`config.mk`:
```
export PLATFORM = sky130hd
export DESIGN_NAME = score_display
export DESIGN_NICKNAME = d
export VERILOG_FILES = /design/src/rtl/score_disp_pkg.sv /design/src/rtl/bin2bcd_seq.sv /design/src/rtl/score_display.sv
export SDC_FILE = /design/constraint.sdc
export NUM_CORES = 1
export LEC_CHECK = 0
export ABC_CLOCK_PERIOD_IN_PS = 2000
export CAP_MARGIN = 10
export CORE_MARGIN = 1.5
export CORE_UTILIZATION = 40
export DETAILED_ROUTE_END_ITERATION = 10
export PLACE_DENSITY = 0.69
export SETUP_SLACK_MARGIN = 0.02
export SLEW_MARGIN = 20
export SYNTH_ARGS = -nofsm -noshare
export SYNTH_HDL_FRONTEND = slang
export SYNTH_SLANG_ARGS = --single-unit
```
`constraint.sdc`:
```
create_clock -name clk -period 2 [get_ports clk]
set_input_delay 0.2 -clock clk [delete_from_list [all_inputs] [get_ports clk]]
set_output_delay 0.2 -clock clk [all_outputs]
set_load 0.01 [all_outputs]
```
`src/rtl/score_disp_pkg.sv`:
```
// Shared constants, FSM state type and active-low gfedcba segment decode for score_display.
package score_disp_pkg;
    localparam int SCORE_W_DEF = 11;
    localparam int NUM_DIGITS  = 4;
    localparam int BCD_W       = 4 * NUM_DIGITS;

    typedef enum logic [1:0] {IDLE, SHIFT, DONE} state_t;

    localparam logic [6:0] SEG_0     = 7'b1000000;
    localparam logic [6:0] SEG_1     = 7'b1111001;
    localparam logic [6:0] SEG_2     = 7'b0100100;
    localparam logic [6:0] SEG_3     = 7'b0110000;
    localparam logic [6:0] SEG_4     = 7'b0011001;
    localparam logic [6:0] SEG_5     = 7'b0010010;
    localparam logic [6:0] SEG_6     = 7'b0000010;
    localparam logic [6:0] SEG_7     = 7'b1111000;
    localparam logic [6:0] SEG_8     = 7'b0000000;
    localparam logic [6:0] SEG_9     = 7'b0010000;
    localparam logic [6:0] SEG_BLANK = 7'b1111111;

    function automatic logic [6:0] seg_decode(input logic [3:0] nib);
        case (nib)
            4'd0:    return SEG_0;
            4'd1:    return SEG_1;
            4'd2:    return SEG_2;
            4'd3:    return SEG_3;
            4'd4:    return SEG_4;
            4'd5:    return SEG_5;
            4'd6:    return SEG_6;
            4'd7:    return SEG_7;
            4'd8:    return SEG_8;
            4'd9:    return SEG_9;
            default: return SEG_BLANK;
        endcase
    endfunction
endpackage

```
`src/rtl/bin2bcd_seq.sv`:
```
// Sequential double-dabble converter: IDLE -> SHIFT (SCORE_W cycles) -> DONE.
module bin2bcd_seq
    import score_disp_pkg::*;
#(
    parameter int SCORE_W = SCORE_W_DEF
) (
    input  logic               clk,
    input  logic               reset,
    input  logic [SCORE_W-1:0] bin,
    input  logic               start,
    output logic [BCD_W-1:0]   bcd,
    output logic               done,
    output logic               busy
);
    state_t             r_state;
    logic [SCORE_W-1:0] r_bin;
    logic [BCD_W-1:0]   r_bcd;
    logic [3:0]         r_iter;
    logic               r_busy;
    logic [BCD_W-1:0]   w_adj;

    // Add-3 correction is applied before the shift on every nibble >= 5.
    always_comb begin
        w_adj = r_bcd;
        for (int i = 0; i < NUM_DIGITS; i++)
            if (r_bcd[4*i +: 4] >= 4'd5)
                w_adj[4*i +: 4] = r_bcd[4*i +: 4] + 4'd3;
    end

    always_ff @(posedge clk) begin
        if (!reset) begin
            r_state <= IDLE;
            r_bin   <= '0;
            r_bcd   <= '0;
            r_iter  <= '0;
            r_busy  <= 1'b0;
        end else begin
            case (r_state)
                IDLE: if (start) begin
                    r_bin   <= bin;
                    r_bcd   <= '0;
                    r_iter  <= '0;
                    r_busy  <= 1'b1;
                    r_state <= SHIFT;
                end
                SHIFT: begin
                    r_bcd  <= {w_adj[BCD_W-2:0], r_bin[SCORE_W-1]};
                    r_bin  <= {r_bin[SCORE_W-2:0], 1'b0};
                    r_iter <= r_iter + 4'd1;
                    if (r_iter == 4'(SCORE_W - 1))
                        r_state <= DONE;
                end
                DONE: begin
                    r_busy  <= 1'b0;
                    r_state <= IDLE;
                end
                default: r_state <= IDLE;
            endcase
        end
    end

    assign bcd  = r_bcd;
    assign done = (r_state == DONE);
    assign busy = r_busy;
endmodule

```
`src/rtl/score_display.sv`:
```
// Binary score -> BCD -> multiplexed 4-digit common-anode display.
// Optional: LEADING_ZERO_BLANK_EN blanks leading zero digits (units always shown).
module score_display
    import score_disp_pkg::*;
#(
    parameter int SCAN_DIV = 50000,
    parameter int SCORE_W  = SCORE_W_DEF
) (
    input  logic               clk,
    input  logic               reset,
    input  logic [SCORE_W-1:0] score,
    output logic [3:0]         an,
    output logic [6:0]         seg,
    output logic               busy
);
    localparam int CNT_W = $clog2(SCAN_DIV);

    logic [SCORE_W-1:0] r_last_score;
    logic [BCD_W-1:0]   r_bcd_q;
    logic [CNT_W-1:0]   r_cnt;
    logic [1:0]         r_idx;
    logic [3:0]         r_an;
    logic [6:0]         r_seg;

    logic               w_start;
    logic               w_done;
    logic               w_busy;
    logic [BCD_W-1:0]   w_bcd;
    logic [3:0]         w_nib;
    logic               w_blank;

    // The converter is only idle when busy is low, so a change seen while busy waits here.
    assign w_start = (score != r_last_score) && !w_busy;

    bin2bcd_seq #(.SCORE_W(SCORE_W)) u_bin2bcd (
        .clk   (clk),
        .reset (reset),
        .bin   (score),
        .start (w_start),
        .bcd   (w_bcd),
        .done  (w_done),
        .busy  (w_busy)
    );

    assign w_nib = r_bcd_q[{r_idx, 2'b00} +: 4];

`ifdef LEADING_ZERO_BLANK_EN
    assign w_blank = (r_idx != 2'd0) && ((r_bcd_q >> {r_idx, 2'b00}) == '0);
`else
    assign w_blank = 1'b0;
`endif

    always_ff @(posedge clk) begin
        if (!reset) begin
            r_last_score <= '0;
            r_bcd_q      <= '0;
            r_cnt        <= '0;
            r_idx        <= '0;
            r_an         <= 4'b1111;
            r_seg        <= SEG_BLANK;
        end else begin
            if (w_start)
                r_last_score <= score;
            // Only the finished scratch value is copied, so partial conversions never show.
            if (w_done)
                r_bcd_q <= w_bcd;
            if (r_cnt == CNT_W'(SCAN_DIV - 1)) begin
                r_cnt <= '0;
                r_idx <= r_idx + 2'd1;
            end else begin
                r_cnt <= r_cnt + 1'b1;
            end
            r_an  <= ~(4'b0001 << r_idx);
            r_seg <= w_blank ? SEG_BLANK : seg_decode(w_nib);
        end
    end

    assign an   = r_an;
    assign seg  = r_seg;
    assign busy = w_busy;
endmodule

```
# Yosys cells after proc, flatten, opt, wreduce, memory -nomap -nowiden
# Memory sizes are Yosys's and may differ from the RTL's. A register that Yosys moved wholly into a read port is not among the register bits.
# Index checks and enable logic that the tools add are counted.
word_totals:
  reg_bits: 83
  mem_bits_ro: 112
  inputBits: 13
  out_inout_bits: 12
  wordCells: 58
  memories: 1
mem_list:
  columns: ["memory", "depth", "word_bits", "rd", "rd_clocked_by_memory_dff", "write_ports", "line", "rtl"]
  rows:
  - ["(no name shown)", 16, 7, 1, 1, 0, "score_disp_pkg.sv:22", "case (nib)"]
op_classes:
  add_sub_neg: 7
  order_cmp: 4
  eq_ne: 7
  shift: 2
  muxes: 15
  bitwise_logic: 2
  reduce_logical: 10
ops:
  columns: ["operator", "count"]
  rows:
  - ["$pmux 16 s2", 1]
  - ["$pmux 11 s2", 1]
  - ["$add 16x1->16 const B", 1]
  - ["$eq 16x16->1 const B", 1]
  - ["$ge 4x3->1 const B", 4]
  - ["$mux 16", 1]
  - ["$mux 4", 4]
  - ["$shiftx 16x5->4", 1]
  - ["$add 4x2->4 const B", 3]
  - ["$mux 11", 1]
  - ["$ne 11x11->1", 1]
  - ["$pmux 4 s2", 1]
  - ["$reduce_and 2->1", 3]
  - ["$add 4x1->4 const B", 1]
  - ["$eq 4x4->1 const B", 1]
  - ["$mux 2", 2]
  - ["$ne 2x1->1 const B", 2]
  - ["$not 4->4", 1]
  - ["$pmux 2 s2", 1]
  - ["$reduce_bool 2->1", 2]
  - ["$shl 1x2->4 const A", 1]
  - ["$add 3x2->3 const B", 1]
  - ["$mux 3", 1]
  - ["$add 2x1->2 const B", 1]
  - ["other kinds (9)", 10]

# Depth between registers and ports, before layout
# Gate-level depths: netlist (run 1).
logic_depth:
  word_depth: 4
  mapped_depth: 9
  depth_no_buf: 8

# Hierarchy
# A second synthesis (run 1) with hierarchy kept.
hier_totals:
  hier_cells: 461
  area_unflattened_um2: 4262.8
modules_own_cells:
  columns: ["mod", "n_inst", "cells_per_inst", "area_per_inst_um2", "seq_area_each_um2"]
  rows:
  - ["score_display", 1, 272, 2650.0, 1121.1]
  - ["bin2bcd_seq", 1, 189, 1612.8, 680.7]

# Least setup slack after synthesis (run 1)
# OpenSTA, ideal clock, no wires.
synth_path:
  path_type: "register -> register"
  start: "reg r_last_score[3]"
  end: "reg u_bin2bcd.r_bin[3]"
  setup_time_ns: 0.116
  t_arrival_ns: 1.702
  required_time_ns: 1.884
  slack_ns: 0.182
  path_stages_with_launch: 8
  n_path_buf: 2
  synth_period_minus_slack_ns: 1.818
  cell_sequence: "dfxtp_1 > xnor2_1 > nand4_1 > or4_1 > and2_1 > buf_6 > buf_6 > o211a_1"
synth_via:
  elab_chain_cells: 4
synth_rtl:
  columns: ["element", "line", "rtl"]
  rows:
  - ["from (decl)", "score_display.sv:18", "logic [SCORE_W-1:0] r_last_score;"]
  - ["from (signal assigned)", "score_display.sv:63", "r_last_score <= score;"]
  - ["$ne 11x11->1", "score_display.sv:33", "assign w_start = (score != r_last_score) && !w_busy;"]
  - ["$logic_and 1x1->1", "score_display.sv:33", null]
  - ["$ne 2x1->1 (no source line)", null, null]
  - ["$reduce_and 2->1 (no source line)", null, null]
  - ["to (signal assigned)", "bin2bcd_seq.sv:40", "r_bin <= bin;"]
  - ["to (signal assigned)", "bin2bcd_seq.sv:48", "r_bin <= {r_bin[SCORE_W-2:0], 1'b0};"]
  - ["to (decl)", "bin2bcd_seq.sv:16", "logic [SCORE_W-1:0] r_bin;"]
# Every way passes these cells.
# A chain may end at the register's enable or synchronous reset.

# Final worst setup path (run 1)
layout_path:
  start: "reg r_last_score[10]"
  end: "reg u_bin2bcd.r_bin[1]"
# Same word-level chain as after synthesis.

==> results.cfg, run 1 <==
[status]
status = finished clean

[worst_setup_path]
worstSetupStartpointType = flip-flop
max_stage_delay_ns = 0.53
path_cells = xnor2_1 -> nand4_1 -> or4_1 -> and2_1 -> buf_4 -> o211a_1
cp.required_ns = 2.25
slowest_stage = or4_1
crit_family = simple AND/OR/NAND/NOR gates
crit_type = flip-flop to flip-flop
crit_arrival_ns = 2.15
crit_buf_inv = 1
path_max_fanout = 8
crit_path_end_kind = flip-flop

[sta]
fin_crit_ns = 1.90
finalSetupViolCount = 0
max_freq_mhz = 527
finClkSkew_ns = 0.00972
setup_tns_ns = 0
relSlewSlack_pct = 62.8
fin_crit_sh_pct = 94.9
hold_viol = 0
tightest_slew_ns = 0.557
finalMaxSlewViolations = 0
rsz0062_at_grt = no

[grt]
globalRouteTotalUtil_pct = 16.4
grt_first_pass_wirelength_mm = 14.6
grt_pass1_vias = 3153
gr-total-overflow = 0
grt_max_degree = 23
antenna_found_initial = 0

[placed_design]
dp.cells = 628
io_buffers = 24
gp_routability_congestion = 0.797
hpwl_mm = 6.30

[yosys]
synth-seq-cells = 90
syn_nets = 487
synth_edf_count = 0
ys.flop_type = dfxtp_1
avgSynthCellArea_um2 = 9.09
synthArstFlopShare_pct = 0
ys_seq_area_share_pct = 43.6
synth_cells = 454
syn_area_mm2 = 0.00413
synth_cell_types = 47
yosys_warnings = 0

[layout]
fill_cells = 915
ff_latch_area_mm2 = 0.00180
final_nets = 539
stdcell_count = 644
diodes = 0
syn_to_final_growth_pct = 20.4
drive_above_1_share_pct = 11.5
multi_input_area_mm2 = 0.00216

[clock_tree]
cts.repair.resized = 0
cts_max_path_buffers = 2
cts-root-buf = clkbuf_8
post_cts_buffers = 0
htree_levels = 3
ctsHoldBuffers = 0
cts_buffers = 9
clock_sinks = 90
cts_tree = built
clk_pin_slew_ns = 0.09
clkLatencyLatePin_ns = 0.35

[drt]
drt_iter0_drc = 184
routedWlPerCell_um = 13.3
drc = 0
drtAntennaViolNets = 0
vias_per_cell = 5.10
drt_wl_total_mm = 8.58
num_vias = 3285
first_pass_iters = 4

[floorplanning]
std_cell_rows = 36
core-area_mm2 = 0.00991
start_util_pct = 41.7
die_area_mm2 = 0.0109
pin_count = 25
dieHeight_um = 105
die_w_um = 105

[min_path]
hold_path.class = flip-flop to flip-flop

[power]
internal-power_uw = 2940
seqPwrFrac_pct = 50.3
power_frac_clock_pct = 35.9
power_leakage_uw = 0.00200
swShare_pct = 24.8
ir_drop_mv = 0.445
combPwrFrac_pct = 13.8
power_density_mw_per_mm2 = 785
p_switching_uw = 968

[job]
drv_cap = 0
==> power groups by stage <==
stage                     clock (µW)  sequential, µW  combinational (µW)
after floorplan                    0            1990                 340
after global placement             0            2000                 521
after detailed placement           0            2000                 542
after CTS                       1420            1960                 543
after global routing            1500            1980                 597
final                           1400            1960                 540
==> area by class of cell <==
type                       instances  share of cell area [%]
timing repair buffer              61                    10.9
sequential                        90                    36.2
inverter                          19                    1.43
clock buffer                      12                    3.12
multi-input combinational        325                    43.4
clock inverter                     4                    1.49
tap                              133                    3.35
==> layer usage <==
| metal | up-vias | track usage, % | routed length [µm] |
|---|---|---|---|
| met5 | - | 0 | 0 |
| met4 | 0 | 6.46 | 124 |
| met3 | 9 | 2.68 | 184 |
| met2 | 39 | 26.7 | 3980 |
| met1 | 1564 | 21.6 | 4300 |
| li1 | 1673 | - | - |
==> layout by cell type (no fill, tap or decap), types with 3 or more instances in the layout <==
master / count
a21o_1: 3
dfxtp_1: 90
nand4_1: 4
a211oi_1: 3
nor2b_1: 3
inv_1: 18
o21ai_0: 12
o2bb2ai_1: 5
nor3_1: 8
nand2_1: 62
a22o_1: 3
nand3_1: 19
nor2_1: 40
clkdlybuf4s50_1: 24
a21oi_1: 33
clkbuf_8: 11
buf_4: 35
o22a_1: 7
nand2b_1: 4
mux2i_1: 27
o211a_1: 11
xnor2_1: 25
xor2_1: 6
ha_1: 20
and3_1: 4
==> state kept, by name, indices dropped and copies added, names as in the netlist <==
register	flops
u_bin2bcd.r_bin	11
u_bin2bcd.busy	1
an	4
u_bin2bcd.bcd	16
u_bin2bcd.r_iter	4
u_bin2bcd.r_state	2
r_idx	2
seg	7
r_bcd_q	16
r_cnt	16
r_last_score	11
==> cells by family (layout without fill, tap and decap cells) <==
family / Yosys count / count (layout) / synth area share (%)
AO/OA/AOI/OAI: 87 / 87 / 14.6
adder cells (fa/ha/maj): 20 / 20 / 6.06
flip-flops: 90 / 90 / 43.6
AND/OR/NAND/NOR: 157 / 157 / 17.2
buffers and inverters: 39 / 96 / 4.03
multiplexers: 30 / 30 / 7.91
XOR/XNOR: 31 / 31 / 6.58
==> cells in the mapped netlist, types with 4 or more instances <==
cell       number  area (µm²)
nand2b_1        4        25.0
clkbuf_1       15        56.3
xnor2_1        25         219
o2bb2ai_1       5        43.8
nand2_1        62         233
dfxtp_1        90        1800
and3_1          4        25.0
a21oi_1        33         165
inv_1          18        67.6
o22a_1          7        61.3
o211a_1        11         110
xor2_1          6        52.6
nor3_1          8        40.0
mux2i_1        27         270
nand3_1        19        95.1
o21ai_0        12        60.1
nor2_1         40         150
nand4_1         4        25.0
ha_1           20         250
==> through the flow <==
stage / worst slack [ns] / total power, µW / hold WS [ns] / instance area, µm² / util (%)
floorplan: 0.182 / 2330 / 0.336 / 4130 / -
global placement: -0.246 / 2520 / 0.428 / 4740 / 47.9
detailed placement: -0.261 / 2550 / 0.442 / 4740 / 47.9
CTS: 0.114 / 3930 / 0.464 / 4970 / 50.2
global route: 0.0266 / 4070 / 0.484 / 4970 / 50.2
finish: 0.102 / 3900 / 0.462 / 4970 / 50.2
==> worst reg2reg max path, stage by stage, from the launching register on <==
cell	delay, ns
dfxtp_1	0.32
xnor2_1	0.23
nand4_1	0.14
or4_1	0.53
and2_1	0.21
buf_4	0.17
o211a_1	0.20
==> final timing paths <==
kind	end	from	cells past startpoint	slack, ns
worst max-delay path	u_bin2bcd.r_bin[1]$_SDFFE_PN0P_	r_last_score[10]$_SDFFE_PN0P_	6	0.10
worst min-delay path	r_cnt[0]$_SDFF_PP0_	r_cnt[0]$_SDFF_PP0_	1	0.46
worst min register to register	r_cnt[0]$_SDFF_PP0_	r_cnt[0]$_SDFF_PP0_	1	0.46
worst max register to register	u_bin2bcd.r_bin[1]$_SDFFE_PN0P_	r_last_score[10]$_SDFFE_PN0P_	6	0.10
Power figures use the tool's default switching activity.
==> inputs of run 2 (changes only) <==
- ABC_CLOCK_PERIOD_IN_PS: 2000 -> default
==> results of run 2 <==
Final layout, timing and power as in run 1 (identical DEF).
